`src/rtl/rtc_pkg.sv`:
```
// rtl/rtc_pkg.sv - shared states, RTC register map and defaults for the RTC time write controller
package rtc_pkg;

  typedef enum logic [3:0] {
    S_IDLE,
    S_A_SET,
    S_A_WR,
    S_A_HOLD,
    S_D_SET,
    S_D_WR,
    S_D_HOLD,
    S_GAP,
    S_FIN
  } state_t;

  localparam logic [7:0] ADDR_SEG  = 8'h21;
  localparam logic [7:0] ADDR_MIN  = 8'h22;
  localparam logic [7:0] ADDR_HOR  = 8'h23;
  localparam logic [7:0] ADDR_XFER = 8'hF1;

  localparam int         T_PH_DEFAULT = 8;
  localparam logic [1:0] LAST_WRITE   = 2'd3;

  function automatic logic [7:0] addr_of(input logic [1:0] idx);
    case (idx)
      2'd0:    addr_of = ADDR_SEG;
      2'd1:    addr_of = ADDR_MIN;
      2'd2:    addr_of = ADDR_HOR;
      default: addr_of = ADDR_XFER;
    endcase
  endfunction

endpackage

```
`src/rtl/phase_timer.sv`:
```
// rtl/phase_timer.sv - 8-bit down counter that times one bus phase of T_PH cycles
module phase_timer #(
  parameter int T_PH = rtc_pkg::T_PH_DEFAULT
) (
  input  logic clk,
  input  logic rst_n,
  input  logic load,
  input  logic en,
  output logic expire
);

  localparam logic [7:0] RELOAD = 8'(T_PH - 1);

  logic [7:0] cnt_q;
  logic [7:0] cnt_d;

  // Load wins over counting so a phase always starts from a full reload.
  always_comb begin
    cnt_d = cnt_q;
    if (load) begin
      cnt_d = RELOAD;
    end else if (en && (cnt_q != 8'd0)) begin
      cnt_d = cnt_q - 8'd1;
    end
  end

  always_ff @(posedge clk or negedge rst_n) begin
    if (!rst_n) begin
      cnt_q <= 8'd0;
    end else begin
      cnt_q <= cnt_d;
    end
  end

  assign expire = en && (cnt_q == 8'd0);

endmodule

```
`src/rtl/rtc_write_ctrl.sv`:
```
// rtl/rtc_write_ctrl.sv - writes a snapshot of sec/min/hour plus a transfer command into an RTC over a muxed bus
module rtc_write_ctrl
  import rtc_pkg::*;
#(
  parameter int T_PH = T_PH_DEFAULT
) (
  input  logic       CLK,
  input  logic       RESET_n,
  input  logic       START,
  input  logic [7:0] SEG,
  input  logic [7:0] MIN,
  input  logic [7:0] HOR,
  output logic       CS_n,
  output logic       RD_n,
  output logic       WR_n,
  output logic       A_D,
  output logic [7:0] AD_out,
  output logic       AD_oe,
  output logic       BUSY,
  output logic       DONE
);

  state_t     state_q, state_d;
  logic [1:0] idx_q, idx_d;
  logic [7:0] seg_q, seg_d;
  logic [7:0] min_q, min_d;
  logic [7:0] hor_q, hor_d;
  logic       cs_n_q, cs_n_d;
  logic       wr_n_q, wr_n_d;
  logic       a_d_q, a_d_d;
  logic [7:0] ad_out_q, ad_out_d;
  logic       ad_oe_q, ad_oe_d;
  logic       busy_q, busy_d;
  logic       done_q, done_d;

  logic       ph_load;
  logic       ph_en;
  logic       ph_expire;
  logic [7:0] data_sel;

  assign ph_en   = (state_q != S_IDLE) && (state_q != S_FIN);
  assign ph_load = (state_d != state_q);

  phase_timer #(.T_PH(T_PH)) u_phase_timer (
    .clk    (CLK),
    .rst_n  (RESET_n),
    .load   (ph_load),
    .en     (ph_en),
    .expire (ph_expire)
  );

  always_comb begin
    state_d = state_q;
    idx_d   = idx_q;
    seg_d   = seg_q;
    min_d   = min_q;
    hor_d   = hor_q;
    case (state_q)
      S_IDLE: begin
        if (START) begin
          state_d = S_A_SET;
          idx_d   = 2'd0;
          seg_d   = SEG;
          min_d   = MIN;
          hor_d   = HOR;
        end
      end
      S_FIN:    state_d = S_IDLE;
      S_A_SET:  if (ph_expire) state_d = S_A_WR;
      S_A_WR:   if (ph_expire) state_d = S_A_HOLD;
      S_A_HOLD: if (ph_expire) state_d = S_D_SET;
      S_D_SET:  if (ph_expire) state_d = S_D_WR;
      S_D_WR:   if (ph_expire) state_d = S_D_HOLD;
      S_D_HOLD: if (ph_expire) state_d = S_GAP;
      S_GAP: begin
        if (ph_expire) begin
          if (idx_q == LAST_WRITE) begin
            state_d = S_FIN;
          end else begin
            state_d = S_A_SET;
            idx_d   = idx_q + 2'd1;
          end
        end
      end
      default:  state_d = S_IDLE;
    endcase
  end

  always_comb begin
    case (idx_d)
      2'd0:    data_sel = seg_d;
      2'd1:    data_sel = min_d;
      2'd2:    data_sel = hor_d;
      default: data_sel = 8'h00;
    endcase
  end

  // Bus outputs are decoded from the next state so they change on the same edge as the state.
  always_comb begin
    cs_n_d   = 1'b1;
    wr_n_d   = 1'b1;
    a_d_d    = 1'b0;
    ad_oe_d  = 1'b0;
    ad_out_d = 8'h00;
    case (state_d)
      S_A_SET, S_A_WR, S_A_HOLD: begin
        cs_n_d   = 1'b0;
        ad_oe_d  = 1'b1;
        ad_out_d = addr_of(idx_d);
        wr_n_d   = (state_d != S_A_WR);
      end
      S_D_SET, S_D_WR, S_D_HOLD: begin
        cs_n_d   = 1'b0;
        a_d_d    = 1'b1;
        ad_oe_d  = 1'b1;
        ad_out_d = data_sel;
        wr_n_d   = (state_d != S_D_WR);
      end
      default: ;
    endcase
    busy_d = (state_d != S_IDLE);
    done_d = (state_d == S_FIN);
  end

  always_ff @(posedge CLK or negedge RESET_n) begin
    if (!RESET_n) begin
      state_q  <= S_IDLE;
      idx_q    <= 2'd0;
      seg_q    <= 8'h00;
      min_q    <= 8'h00;
      hor_q    <= 8'h00;
      cs_n_q   <= 1'b1;
      wr_n_q   <= 1'b1;
      a_d_q    <= 1'b0;
      ad_out_q <= 8'h00;
      ad_oe_q  <= 1'b0;
      busy_q   <= 1'b0;
      done_q   <= 1'b0;
    end else begin
      state_q  <= state_d;
      idx_q    <= idx_d;
      seg_q    <= seg_d;
      min_q    <= min_d;
      hor_q    <= hor_d;
      cs_n_q   <= cs_n_d;
      wr_n_q   <= wr_n_d;
      a_d_q    <= a_d_d;
      ad_out_q <= ad_out_d;
      ad_oe_q  <= ad_oe_d;
      busy_q   <= busy_d;
      done_q   <= done_d;
    end
  end

  assign CS_n   = cs_n_q;
  assign RD_n   = 1'b1;
  assign WR_n   = wr_n_q;
  assign A_D    = a_d_q;
  assign AD_out = ad_out_q;
  assign AD_oe  = ad_oe_q;
  assign BUSY   = busy_q;
  assign DONE   = done_q;

endmodule

```
`config.mk`:
```
export PLATFORM = sky130hd
export DESIGN_NAME = rtc_write_ctrl
export DESIGN_NICKNAME = d
export VERILOG_FILES = /design/src/rtl/rtc_pkg.sv /design/src/rtl/phase_timer.sv /design/src/rtl/rtc_write_ctrl.sv
export SDC_FILE = /design/constraint.sdc
export NUM_CORES = 1
export LEC_CHECK = 0
export BUFFER_PORTS_ARGS = -buffer_cell sky130_fd_sc_hd__clkbuf_2
export CAP_MARGIN = 15
export CORE_MARGIN = 10
export CORE_UTILIZATION = 40
export DETAILED_ROUTE_END_ITERATION = 10
export GPL_TIMING_DRIVEN = 0
export PLACE_DENSITY = 0.67
export SKIP_LAST_GASP = 1
export SYNTH_ARGS = -nofsm -noshare
export SYNTH_HDL_FRONTEND = slang
export SYNTH_SLANG_ARGS = --single-unit
```
`constraint.sdc`:
```
create_clock -name CLK -period 5.2 [get_ports CLK]
set_input_delay 1.3 -clock CLK [delete_from_list [all_inputs] [get_ports CLK]]
set_output_delay 1.3 -clock CLK [all_outputs]
set_load 0.05 [all_outputs]
```
-- After elaboration in Yosys (flattened, before gate mapping)
Index checks and enable logic that the tools add are counted.
- add/sub/neg operators: 2
- eq/ne operators: 21
- muxes and demuxes: 29
- reduce and logical (&&, ||, !) cells: 13
- operator list (kind ; number):
    $mux W8 ; 8
    $pmux W8 S3 ; 2
    $mux W4 ; 9
    $pmux W4 S8 ; 1
    $eq A4 B3 Y1 const B ; 7
    $eq A4 B2 Y1 const B ; 4
    $pmux W8 S2 ; 1
    $eq A4 B1 Y1 const B ; 2
    $logic_not A8 Y1 ; 1
    $reduce_bool A4 Y1 ; 2
    $reduce_bool A8 Y1 ; 1
    $sub A8 B1 Y8 const B ; 1
    $mux W2 ; 3
    $reduce_or A3 Y1 ; 2
    $reduce_or A6 Y1 ; 1
    $eq A2 B2 Y1 const B ; 2
    $eq A4 B4 Y1 const B ; 1
    $logic_not A4 Y1 ; 1
    $ne A4 B2 Y1 const B ; 1
    $ne A4 B3 Y1 const B ; 1
    $ne A4 B4 Y1 ; 1
    $ne A4 B4 Y1 const B ; 1
    $pmux W2 S2 ; 1
    $logic_and A1 B1 Y1 ; 3
    6 further kinds ; 8
- register bits after elaboration: 52
- input bits: 27
- output and inout bits: 15
- word-level logic and storage cells: 78

-- Longest topological paths before layout
Gate-level depths: netlist (run 1).
- depth after elaboration: 8
- gate-level depth with buffers: 13
- mapped depth without buffers: 12

-- Hierarchy
From an unflattened synthesis (run 1), not the netlist that was laid out.
- cells, all modules: 241
- area, all modules: 2578.7 sq um
- by module, submodules not included (module ; times used ; cells each ; area each (sq um) ; seq. area each (sq um)):
    rtc_write_ctrl ; 1 ; 193 ; 2122.0 ; 1103.6
    phase_timer ; 1 ; 48 ; 456.7 ; 200.2

-- Least setup slack after synthesis (run 1)
Ideal clock, no wire load.
- path type: in2reg
- start: in START
- end: reg ad_out_q[4] (netlist: AD_out[4])
- setup time: 0.083 ns
- arrival: 2.757 ns
- data required time: 5.117 ns
- slack: 2.360 ns
- stages on the path: 9
- path buffers: 1
- cell sequence: nand3b_1 -> and2_1 -> o32ai_1 -> ha_1 -> clkbuf_1 -> nand2_1 -> mux2i_1 -> a221oi_1 -> o21ai_0
- cells in the longest elaborated chain, start to end: 5
- elaborated cells between the ends (all ways): 24
- those cells by class: eq/ne: 8; mux: 13; reduce/logical: 3
- RTL lines (what ; line ; text):
    start, declared ; rtc_write_ctrl.sv:9 ; input logic START,
    $mux W4 / $mux W2 (equally long branches) ; rtc_write_ctrl.sv:60 ; if (START) begin
    $pmux W4 S8 / $pmux W2 S2 (equally long branches) ; rtc_write_ctrl.sv:58 ; case (state_q)
    $eq A4 B3 Y1 (tied with other cells) ; rtc_write_ctrl.sv:105 ; case (state_d)
    $reduce_or A3 Y1 (tied with other cells) ; - ;
    $pmux W8 S2 (*) ; rtc_write_ctrl.sv:105 ;
    net ad_out_d[4] ; rtc_write_ctrl.sv:31 ; logic [7:0] ad_out_q, ad_out_d;
    end signal, assigned ; rtc_write_ctrl.sv:148 ; ad_out_q <= ad_out_d;
    end, declared ; rtc_write_ctrl.sv:31 ;
Mark *: on every way through the listed nets, which the timed path passes. The rest lies on a longest branch.
A chain may end at the register's enable or synchronous reset.

-- Worst setup path after layout (run 1)
- start: reg u_phase_timer.cnt_q[0]
- end: reg ad_out_q[4] (netlist: AD_out[4])
- cells in the longest elaborated chain, start to end: 7
- elaborated cells between the ends (all ways): 26
- those cells by class: eq/ne: 8; mux: 13; reduce/logical: 5
- RTL lines (what ; line ; text):
    start, declared ; phase_timer.sv:14 ; logic [7:0] cnt_q;
    start signal, assigned ; phase_timer.sv:31 ; cnt_q <= cnt_d;
    $logic_not A8 Y1 (*) ; phase_timer.sv:35 ; assign expire = en && (cnt_q == 8'd0);
    $logic_and A1 B1 Y1 (*) ; phase_timer.sv:35 ;
    $mux W4 (tied with other cells) ; rtc_write_ctrl.sv:76 ; if (ph_expire) begin
    $pmux W4 S8 / $pmux W2 S2 (equally long branches) ; rtc_write_ctrl.sv:58 ;
    $eq A4 B3 Y1 (tied with other cells) ; rtc_write_ctrl.sv:105 ;
    $reduce_or A3 Y1 (tied with other cells) ; - ;
    $pmux W8 S2 (*) ; rtc_write_ctrl.sv:105 ;
    net ad_out_d[4] ; rtc_write_ctrl.sv:31 ;
Marks and branches as above.

==> results of run 1 <==
==> Yosys cell counts, types with 2 or more instances <==
cell type	n
inv_1	6
buf_4	3
o31ai_1	2
dfstp_2	2
mux2_2	14
buf_6	2
o21ai_0	6
buf_2	3
a222oi_1	2
nand2_1	37
buf_1	2
nand3b_1	2
dfrtp_1	50
o21ai_1	3
o32a_1	2
mux2_1	4
ha_1	6
nor3_1	2
nor4_4	2
xnor2_1	3
and2_1	5
o41ai_1	2
or4_1	3
clkbuf_1	3
nand4_1	2
a221oi_1	6
nand2b_1	4
mux2i_1	6
nor2_1	14
nand3_1	4
xor2_1	6
a21oi_1	3
==> worst register-to-register path: cells and delay by family (launching register included) <==
kind | cells | cell delay (ns)
buf+inv | 2 | 0.50
fa+ha+maj | 2 | 0.45
mux | 1 | 0.27
flops | 1 | 0.42
simple gates | 5 | 1.27
compound gates | 3 | 0.63
==> registers in the layout, summed over array words and instances (netlist names) <==
signal	cells
AD_oe	1
AD_out	8
A_D	1
BUSY	1
CS_n	1
DONE	1
WR_n	1
hor_q	8
idx_q	2
min_q	8
seg_q	8
state_q	4
u_phase_timer.cnt_q	8
==> cell usage in the layout (no fill, tap or decap), drive strengths merged, types with 4 or more instances in the layout <==
cell    synthesis  routed
a221oi          6       6
and2            5       5
buf            10      11
clkbuf          3      48
dfrtp          50      50
ha              6       6
inv             6       7
mux2           18      18
mux2i           6       6
nand2          38      38
nand2b          4       4
nand3           5       5
nor2           14      14
o21ai           9       9
xor2            6       6
==> worst paths after layout <==
| kind | start | end | cells after the start |
|---|---|---|---|
| worst max-delay path | u_phase_timer.cnt_q[0] | AD_out[4] | 13 |
| worst min-delay path | seg_q[0] | seg_q[0] | 2 |
| worst max register to register | u_phase_timer.cnt_q[0] | AD_out[4] | 13 |
| worst min register to register | seg_q[0] | seg_q[0] | 2 |
| max in group asynchronous | RESET_n | CS_n | 2 |
| min in group asynchronous | RESET_n | seg_q[0] | 1 |
==> final cells by class <==
cell class	count	area, um2	share of cell area (%)
buffer	13	78.8	2.65
sequential	52	1300	43.9
inverter	6	22.5	0.758
clock inverter	3	46.3	1.56
multi-input combinational	160	1140	38.3
timing repair buffer	41	220	7.41
tap	75	93.8	3.16
clock buffer	5	68.8	2.31
==> metal layers <==
metal  global-route usage (%)  vias to the layer above  share of wire, %  wire length, um
met1                     14.6                      878                46             2460
li1                         -                      904                 -                -
met5                        0                        -                 0                0
met3                     3.04                        7               5.8              309
met2                     16.3                       41                47             2490
met4                     4.85                        0               1.8               95
==> power by group through the flow <==
stage / Sequential [mW] / Combinational, mW / Clock [mW]
global route: 0.404 / 0.0251 / 0.312
detailed placement: 0.412 / 0.0231 / 0
finish: 0.404 / 0.0221 / 0.287
CTS: 0.404 / 0.0231 / 0.293
floorplan: 0.412 / 0.00252 / 0
global placement: 0.412 / 0.0209 / 0
==> cells by family (layout without fill, tap and decap cells) <==
| group | after synthesis | in the layout | share of synthesized area [%] |
|---|---|---|---|
| other | 1 | 1 | 0.147 |
| AOI/OAI and AO/OA | 35 | 35 | 10.6 |
| and+or+nand+nor | 85 | 85 | 17.7 |
| buffers and inverters | 19 | 68 | 3.98 |
| xor gates and xnor gates | 9 | 9 | 3.10 |
| DFF | 52 | 52 | 51.3 |
| adders and majority gates | 6 | 6 | 2.95 |
| muxes | 24 | 24 | 10.3 |
==> run summary, run 1 <==
Crit Path Category: reg -> reg
WL per Instance: 15.1 um
Post-DP HPWL: 4050 um
switching part of the total: 21.7%
Worst Path Required: 5.44 ns
PortBufs: 40
f_max: 277 MHz
Max IR drop VDD: 0.000146 V
most area-consuming cells after synthesis: dfrtp_1 (49%), mux2_2 (6.2%), nand2_1 (5.5%), ha_1 (3.0%), mux2i_1 (2.4%)
share of cells above drive strength 1: 29.3%
Placed Instance Area: 0.00286 mm2
Synth cell types: 52
Max Slew Vio Count: 0
largest net degree at the start of global routing: 36
CP cell instances: inv_1, ha_1, nor3b_2, nand3_2, nor4_4, nand2_1, o32ai_1, ha_1, clkbuf_1, nand2_1, mux2i_1, a221oi_1, o21ai_0
Yosys reg bits: 52
DIE WIDTH: 99.7 um
CTS tree: yes
syn avg cell area: 11.0 um2
Final Cell Area: 0.00297 mm2
Power Total: 0.713 mW
maxcap violations: 0
Clock Sinks: 52
unrepaired setup endpoints after global routing: false
clock buffer depth: 2
final net count: 312
slowest CP cell: nor3b_2
Seq/Total Area, Yosys: 51.3%
dpl ws: 1.65 ns
Pleak: 1.37 nW
clock power share: 40.2%
Layout Skew: 0.00471 ns
Final ANT Viol Nets: 0
io pins: 42
Num CTS Buffers: 5
GP Congestion: 0.799
post-cts resize count: 0
TritonRoute pass-1 iters: 4
Post-Syn Nets: 264
Worst-path clk slew: 0.10 ns
Synth area leader: dfrtp_1
family with the most delay on the worst path: simple AND/OR/NAND/NOR gates
pwr dens: 240 mW/mm2
placed insts: 347
Tmin final: 3.62 ns
Die ar.: 0.00995 mm2
Avg Vias per Cell: 5.15
Die H: 99.7 um
antenna violations before repair: 0
H-Tree Depth: 2
crit end category: flip-flop
# rows: 28
post-synth top area share: 49.2%
Net Sw Power: 0.155 mW
Hold Fails Final Rpt: 0
register-to-register setup slack: 1.58 ns
number of global-route vias before repair: 1838
Fin Setup TNS: 0 ns
clock latency on the worst-skew pair: 0.32 ns
filler cell count: 575
DRC: 0
Post-Layout Cell Count: 355
Diodes inserted: 0
first-pass GRT wire length: 8890 um
post-CTS setup buffer count: 0
post-synthesis async set-or-reset flop share: 100%
Initial Util: 42.0%
Buffers & Inverters on Critical Path: 2
DR iter-0 viols: 176
Core Region: 0.00606 mm2
number of synthesized flops with an enable pin: 0
fin util: 49.1%
Hold Slack: 0.484 ns
internal power: 0.558 mW
routed wire length: 5360 um
CP max FO: 10
vias: 1830
Root Driver: clkbuf_8
total number of yosys warnings: 0
Mapped Cells: 231
# hold bufs at CTS: 0
CP peak stage delay: 0.52 ns
Comb pwr share: 3.1%
GRT Resource Usage Total: 11.0%
Flop pwr share: 56.7%
status: finished, final reports clean
ys flop type: dfrtp_1
global route overflow: 0
synth-to-layout area growth: 16.9%
final setup fails: 0
fin crit share: 69.5%
Arr. time, crit path: 3.85 ns
Final Worst Setup Slack: 1.58 ns
startpoint types: flip-flop
Slew headroom: 53.5%
Worst-Margin Slew: 0.689 ns
HP Class: reg -> reg
cell area after technology mapping: 0.00254 mm2
Note: power is estimated with default switching activity, not from simulation.
==> run 2: changes to the inputs <==
Settings changed: ABC_AREA from default to 1, PLACE_DENSITY 0.67 to 0.69.
Clock period 5.2 ns to 3.2 ns, I/O delays scaled along.
==> run 2 against run 1 <==
Worst hold slack got worse by 0.034 ns. Highest routed layer unchanged. Via count is 31% higher. Largest power group unchanged. Critical path type unchanged. Critical path depth increased by 1. Final cell count up 41%. Register-to-register slack lost 0.98 ns. Worst setup slack worse by 0.98 ns.
==> run summary, run 2 <==
Layout Skew: 0.00687 ns
f_max: 385 MHz
Fin Setup TNS: 0 ns
DR iter-0 viols: 108
Seq/Total Area, Yosys: 45.2%
number of synthesized flops with an enable pin: 0
clock latency on the worst-skew pair: 0.30 ns
Diodes inserted: 0
Worst-Margin Slew: 0.527 ns
slowest CP cell: dfrtp_1
# hold bufs at CTS: 0
status: finished, final reports clean
Yosys reg bits: 52
Mapped Cells: 357
antenna violations before repair: 0
highest-count cells in the layout ignoring fill and taps: nand2_1 (107), dfrtp_1 (50), inv_1 (40)
WL per Instance: 12.5 um
# rows: 30
Die ar.: 0.0110 mm2
ys flop type: dfrtp_1
Clock Sinks: 52
Core Region: 0.00691 mm2
CP peak stage delay: 0.40 ns
first-pass GRT wire length: 11200 um
clock buffer depth: 2
synth cell count leaders: nand2_1 (107), dfrtp_1 (50), inv_1 (40)
Final Worst Setup Slack: 0.600 ns
crit end category: flip-flop
Hold Fails Final Rpt: 0
Tmin final: 2.60 ns
maxcap violations: 0
DRC: 0
met1 wire length: 2860 um
PortBufs: 39
Root Driver: clkbuf_8
most common cell after layout, fill and taps aside: nand2_1
Met3 Wirelength: 285 um
share of cells above drive strength 1: 23.7%
final setup fails: 0
Max Used Layer: met4
largest net degree at the start of global routing: 34
CP max FO: 10
Slew headroom: 64.9%
Comb pwr share: 5.6%
CTS tree: yes
final net count: 437
number of global-route vias before repair: 2433
synth-to-layout area growth: 14.8%
Pleak: 1.79 nW
startpoint types: flip-flop
Worst-path clk slew: 0.10 ns
unrepaired setup endpoints after global routing: false
Synth cell types: 34
Final ANT Viol Nets: 0
placed insts: 493
most area-consuming cells after synthesis: dfrtp_1 (43%), nand2_1 (14%), inv_1 (5.2%), nand4_1 (5.2%), o21ai_0 (4.3%)
Post-DP HPWL: 4870 um
Avg Vias per Cell: 4.78
post-synthesis async set-or-reset flop share: 100%
TritonRoute pass-1 iters: 4
HP Class: in -> async
switching part of the total: 22.8%
Crit Path Category: reg -> reg
dpl ws: 0.474 ns
GRT Resource Usage Total: 11.9%
post-synth top area share: 43.4%
internal power: 0.863 mW
routed wire length: 6270 um
syn avg cell area: 8.08 um2
post-CTS setup buffer count: 0
Max IR drop VDD: 0.000197 V
pwr dens: 338 mW/mm2
count leader, synth: nand2_1
Initial Util: 41.8%
Num CTS Buffers: 5
cell area after technology mapping: 0.00288 mm2
GP Congestion: 0.878
Hold Slack: 0.449 ns
Max Slew Vio Count: 0
DIE WIDTH: 105 um
io pins: 42
Flop pwr share: 59.6%
Arr. time, crit path: 2.79 ns
fin crit share: 81.2%
Synth area leader: dfrtp_1
total number of yosys warnings: 0
vias: 2397
global route overflow: 0
H-Tree Depth: 2
Worst Path Required: 3.40 ns
clock power share: 34.8%
Post-Syn Nets: 390
CP cell instances: inv_1, nand3_4, nor2_4, nand2_1, buf_4, a22o_1, o21ai_1, inv_2, ha_1, buf_1, nand3_1, nand3_1, nand4_1, nand2_1
fin util: 48.0%
Die H: 105 um
Net Sw Power: 0.255 mW
Post-Layout Cell Count: 501
met2 wire len: 3060 um
post-cts resize count: 0
## run 2: cell count changes in the layout (fill, tap and decap cells not counted), moves of 8 or more
cell,previous run,this run
nand2_1,37,107
inv_1,6,40
nand4_1,2,24
o21ai_0,6,25
nand3_1,4,22
mux2_2,14,0
inv_2,0,8
## run 2: worst max-delay path, delay by kind of cell (launching register included)
| kind | cells | cell delay [ns] |
|---|---|---|
| simple gates | 7 | 0.87 |
| buf+inv | 4 | 0.66 |
| flops | 1 | 0.40 |
| compound gates | 2 | 0.35 |
| fa+ha+maj | 1 | 0.20 |
## run 2: power by group through the flow
stage	Combinational (mW)	Sequential, mW	Clock [mW]
final	0.0630	0.666	0.389
after global routing	0.0736	0.667	0.422
after CTS	0.0648	0.666	0.403
after detailed placement	0.0645	0.679	0
after global placement	0.0599	0.679	0
after floorplan	0.0280	0.679	0
## run 2: cell type report
cell class,count,area [um2]
buffer,14,82.6
clock buffer,6,82.6
clock inverter,2,10.0
fill,700,3590
inverter,49,185
multi-input combinational,242,1310
sequential,52,1300
tap,96,120
timing repair buffer,40,215
## run 2: stage by stage
stage               cell area, um2  power [mW]
detailed placement            3220       0.744
CTS                           3310        1.13
floorplan                     2880       0.707
global route                  3310        1.16
global placement              3200       0.739
finish                        3310        1.12
## run 2: cells by family (layout without fill, tap and decap cells)
logic type | count (synthesis) | in the layout | share of synthesized area, %
fa+ha+maj | 6 | 6 | 2.60
compound gates | 33 | 33 | 6.03
flops | 52 | 52 | 45.2
buf+inv | 63 | 111 | 9.28
simple gates | 196 | 196 | 34.9
xor+xnor | 6 | 6 | 1.82
other cells | 1 | 1 | 0.130
## run 2: path summary, 6_finish.rpt
path,start,end,slack [ns],depth (start not counted)
worst max-delay path,state_q[2],AD_out[6],0.60,14
worst min-delay path,RESET_n,u_phase_timer.cnt_q[4],0.45,1
worst max register to register,state_q[2],AD_out[6],0.60,14
worst min register to register,min_q[3],min_q[3],0.48,2
max in group asynchronous,RESET_n,min_q[3],2.19,2
min in group CLK,min_q[3],min_q[3],0.48,2
## run 2: routing by layer
layer	up-vias	track usage [%]
met4	0	3.04
met5	-	0
met1	1102	14.6
met3	9	3.32
met2	49	20.1
li1	1237	-
==> run 3: changes to the inputs <==
Settings changed: PLACE_DENSITY 0.69 to 0.66.
Clock period 3.2 ns to 2.4 ns, I/O delays scaled along.
==> run 3 against run 2 <==
Via count increased by 3.5%. Worst setup slack got worse by 0.43 ns. Combinational power increased by 34%. Sequential share of layout area decreased by 0.53 points. Sequential cell count unchanged.
==> run summary, run 3 (same netlist as run 2, synthesis figures left out) <==
status: finished, final reports clean
# hold bufs at CTS: 0
Initial Util: 41.8%
first-pass GRT wire length: 11500 um
Core Region: 0.00691 mm2
CP Launch Point: u_phase_timer.cnt_q[0]
PortBufs: 39
fin util: 48.7%
# rows: 30
Diodes inserted: 0
Comb pwr share: 5.7%
internal power: 1.13 mW
CP max FO: 9
maxcap violations: 0
H-Tree Depth: 2
vias: 2482
largest net degree at the start of global routing: 36
number of global-route vias before repair: 2474
GRT Resource Usage Total: 12.4%
Net Sw Power: 0.354 mW
slowest CP cell: dfrtp_1
Worst-path clk slew: 0.10 ns
HP Class: in -> async
DIE WIDTH: 105 um
Hold Fails Final Rpt: 0
Final Cell Area: 0.00336 mm2
WL per Instance: 13.1 um
highest-count cells in the layout ignoring fill and taps: nand2_1 (106), dfrtp_1 (49), clkbuf_2 (39)
Tmin final: 2.23 ns
Buffers & Inverters on Critical Path: 2
switching part of the total: 23.9%
Crit Path Category: reg -> reg
Placed Instance Area: 0.00322 mm2
fin crit share: 93.0%
crit end category: flip-flop
share of cells above drive strength 1: 26.5%
Clock Sinks: 52
Arr. time, crit path: 2.44 ns
Flop pwr share: 59.9%
f_max: 448 MHz
Max IR drop VDD: 0.000308 V
Layout Skew: 0.00593 ns
Pleak: 1.79 nW
Die H: 105 um
antenna violations before repair: 0
Hold Slack: 0.236 ns
Avg Vias per Cell: 4.92
global route overflow: 0
Die ar.: 0.0110 mm2
pwr dens: 441 mW/mm2
Post-DP HPWL: 4960 um
CTS tree: yes
TritonRoute pass-1 iters: 4
Worst Path Required: 2.60 ns
startpoint types: flip-flop
Num CTS Buffers: 5
DR iter-0 viols: 100
GP Congestion: 0.874
CP cell instances: inv_2, ha_2, nand2_2, nor2_8, nand4_1, o21ai_2, inv_2, ha_2, nand3_1, nand3_1, nand4_1, nand2_1
routed wire length: 6610 um
Power Total: 1.48 mW
io pins: 42
clock latency on the worst-skew pair: 0.31 ns
final net count: 440
Worst R2R Start: u_phase_timer.cnt_q[0]
family with the most delay on the worst path: simple AND/OR/NAND/NOR gates
Max Slew Vio Count: 0
final setup fails: 0
clock power share: 34.4%
Root Driver: clkbuf_8
clock buffer depth: 2
CP peak stage delay: 0.40 ns
unrepaired setup endpoints after global routing: false
most common cell after layout, fill and taps aside: nand2_1
synth-to-layout area growth: 16.5%
DRC: 0
Final ANT Viol Nets: 0
[run 3: stage by stage]
stage,instances,TNS (ns),worst slack (ns)
after floorplan,357,0,0.221
after CTS,500,0,0.0617
after global placement,492,-1.07,-0.172
after detailed placement,493,-1.19,-0.190
after global routing,504,0,0.00991
final,504,0,0.169
[run 3: path summary, 6_finish.rpt]
kind	end	slack, ns	depth (start not counted)
setup / recovery	AD_out[6]	0.17	12
max in group asynchronous	state_q[1]	1.60	2
hold reg to reg	hor_q[2]	0.49	2
setup reg to reg	AD_out[6]	0.17	12
min in group CLK	hor_q[2]	0.49	2
hold / removal	u_phase_timer.cnt_q[4]	0.24	1
[run 3: layer usage]
metal	track usage, %	part of all wire, %	wire, um	up-vias
li1	-	-	-	1234
met3	3.87	5.6	371	14
met4	3.24	1.6	105	0
met5	0	0	0	-
met2	20.4	48	3180	70
met1	15.3	45	2950	1164
[run 3: what timing repair did]
action,in CTS,in global routing
setup buffers,0,4
pin swaps,0,4
resized for setup,3,9
setup endpoints to repair,8,8
[run 3: final cells by class]
type | count | area (um2)
plain buffers | 13 | 83.8
clock buffers | 6 | 72.6
clock inverters | 2 | 16.3
fillers | 703 | 3550
inverters | 49 | 185
multi-input cells | 242 | 1330
flip-flops and latches | 52 | 1310
well taps | 96 | 120
repair buffers | 44 | 245
[run 3: power by group through the flow]
stage	combinational, mW	clock, mW	sequential (mW)
floorplan	0.0373	0	0.905
global placement	0.0809	0	0.905
detailed placement	0.0862	0	0.905
CTS	0.0868	0.524	0.888
global route	0.0995	0.567	0.890
finish	0.0845	0.509	0.888
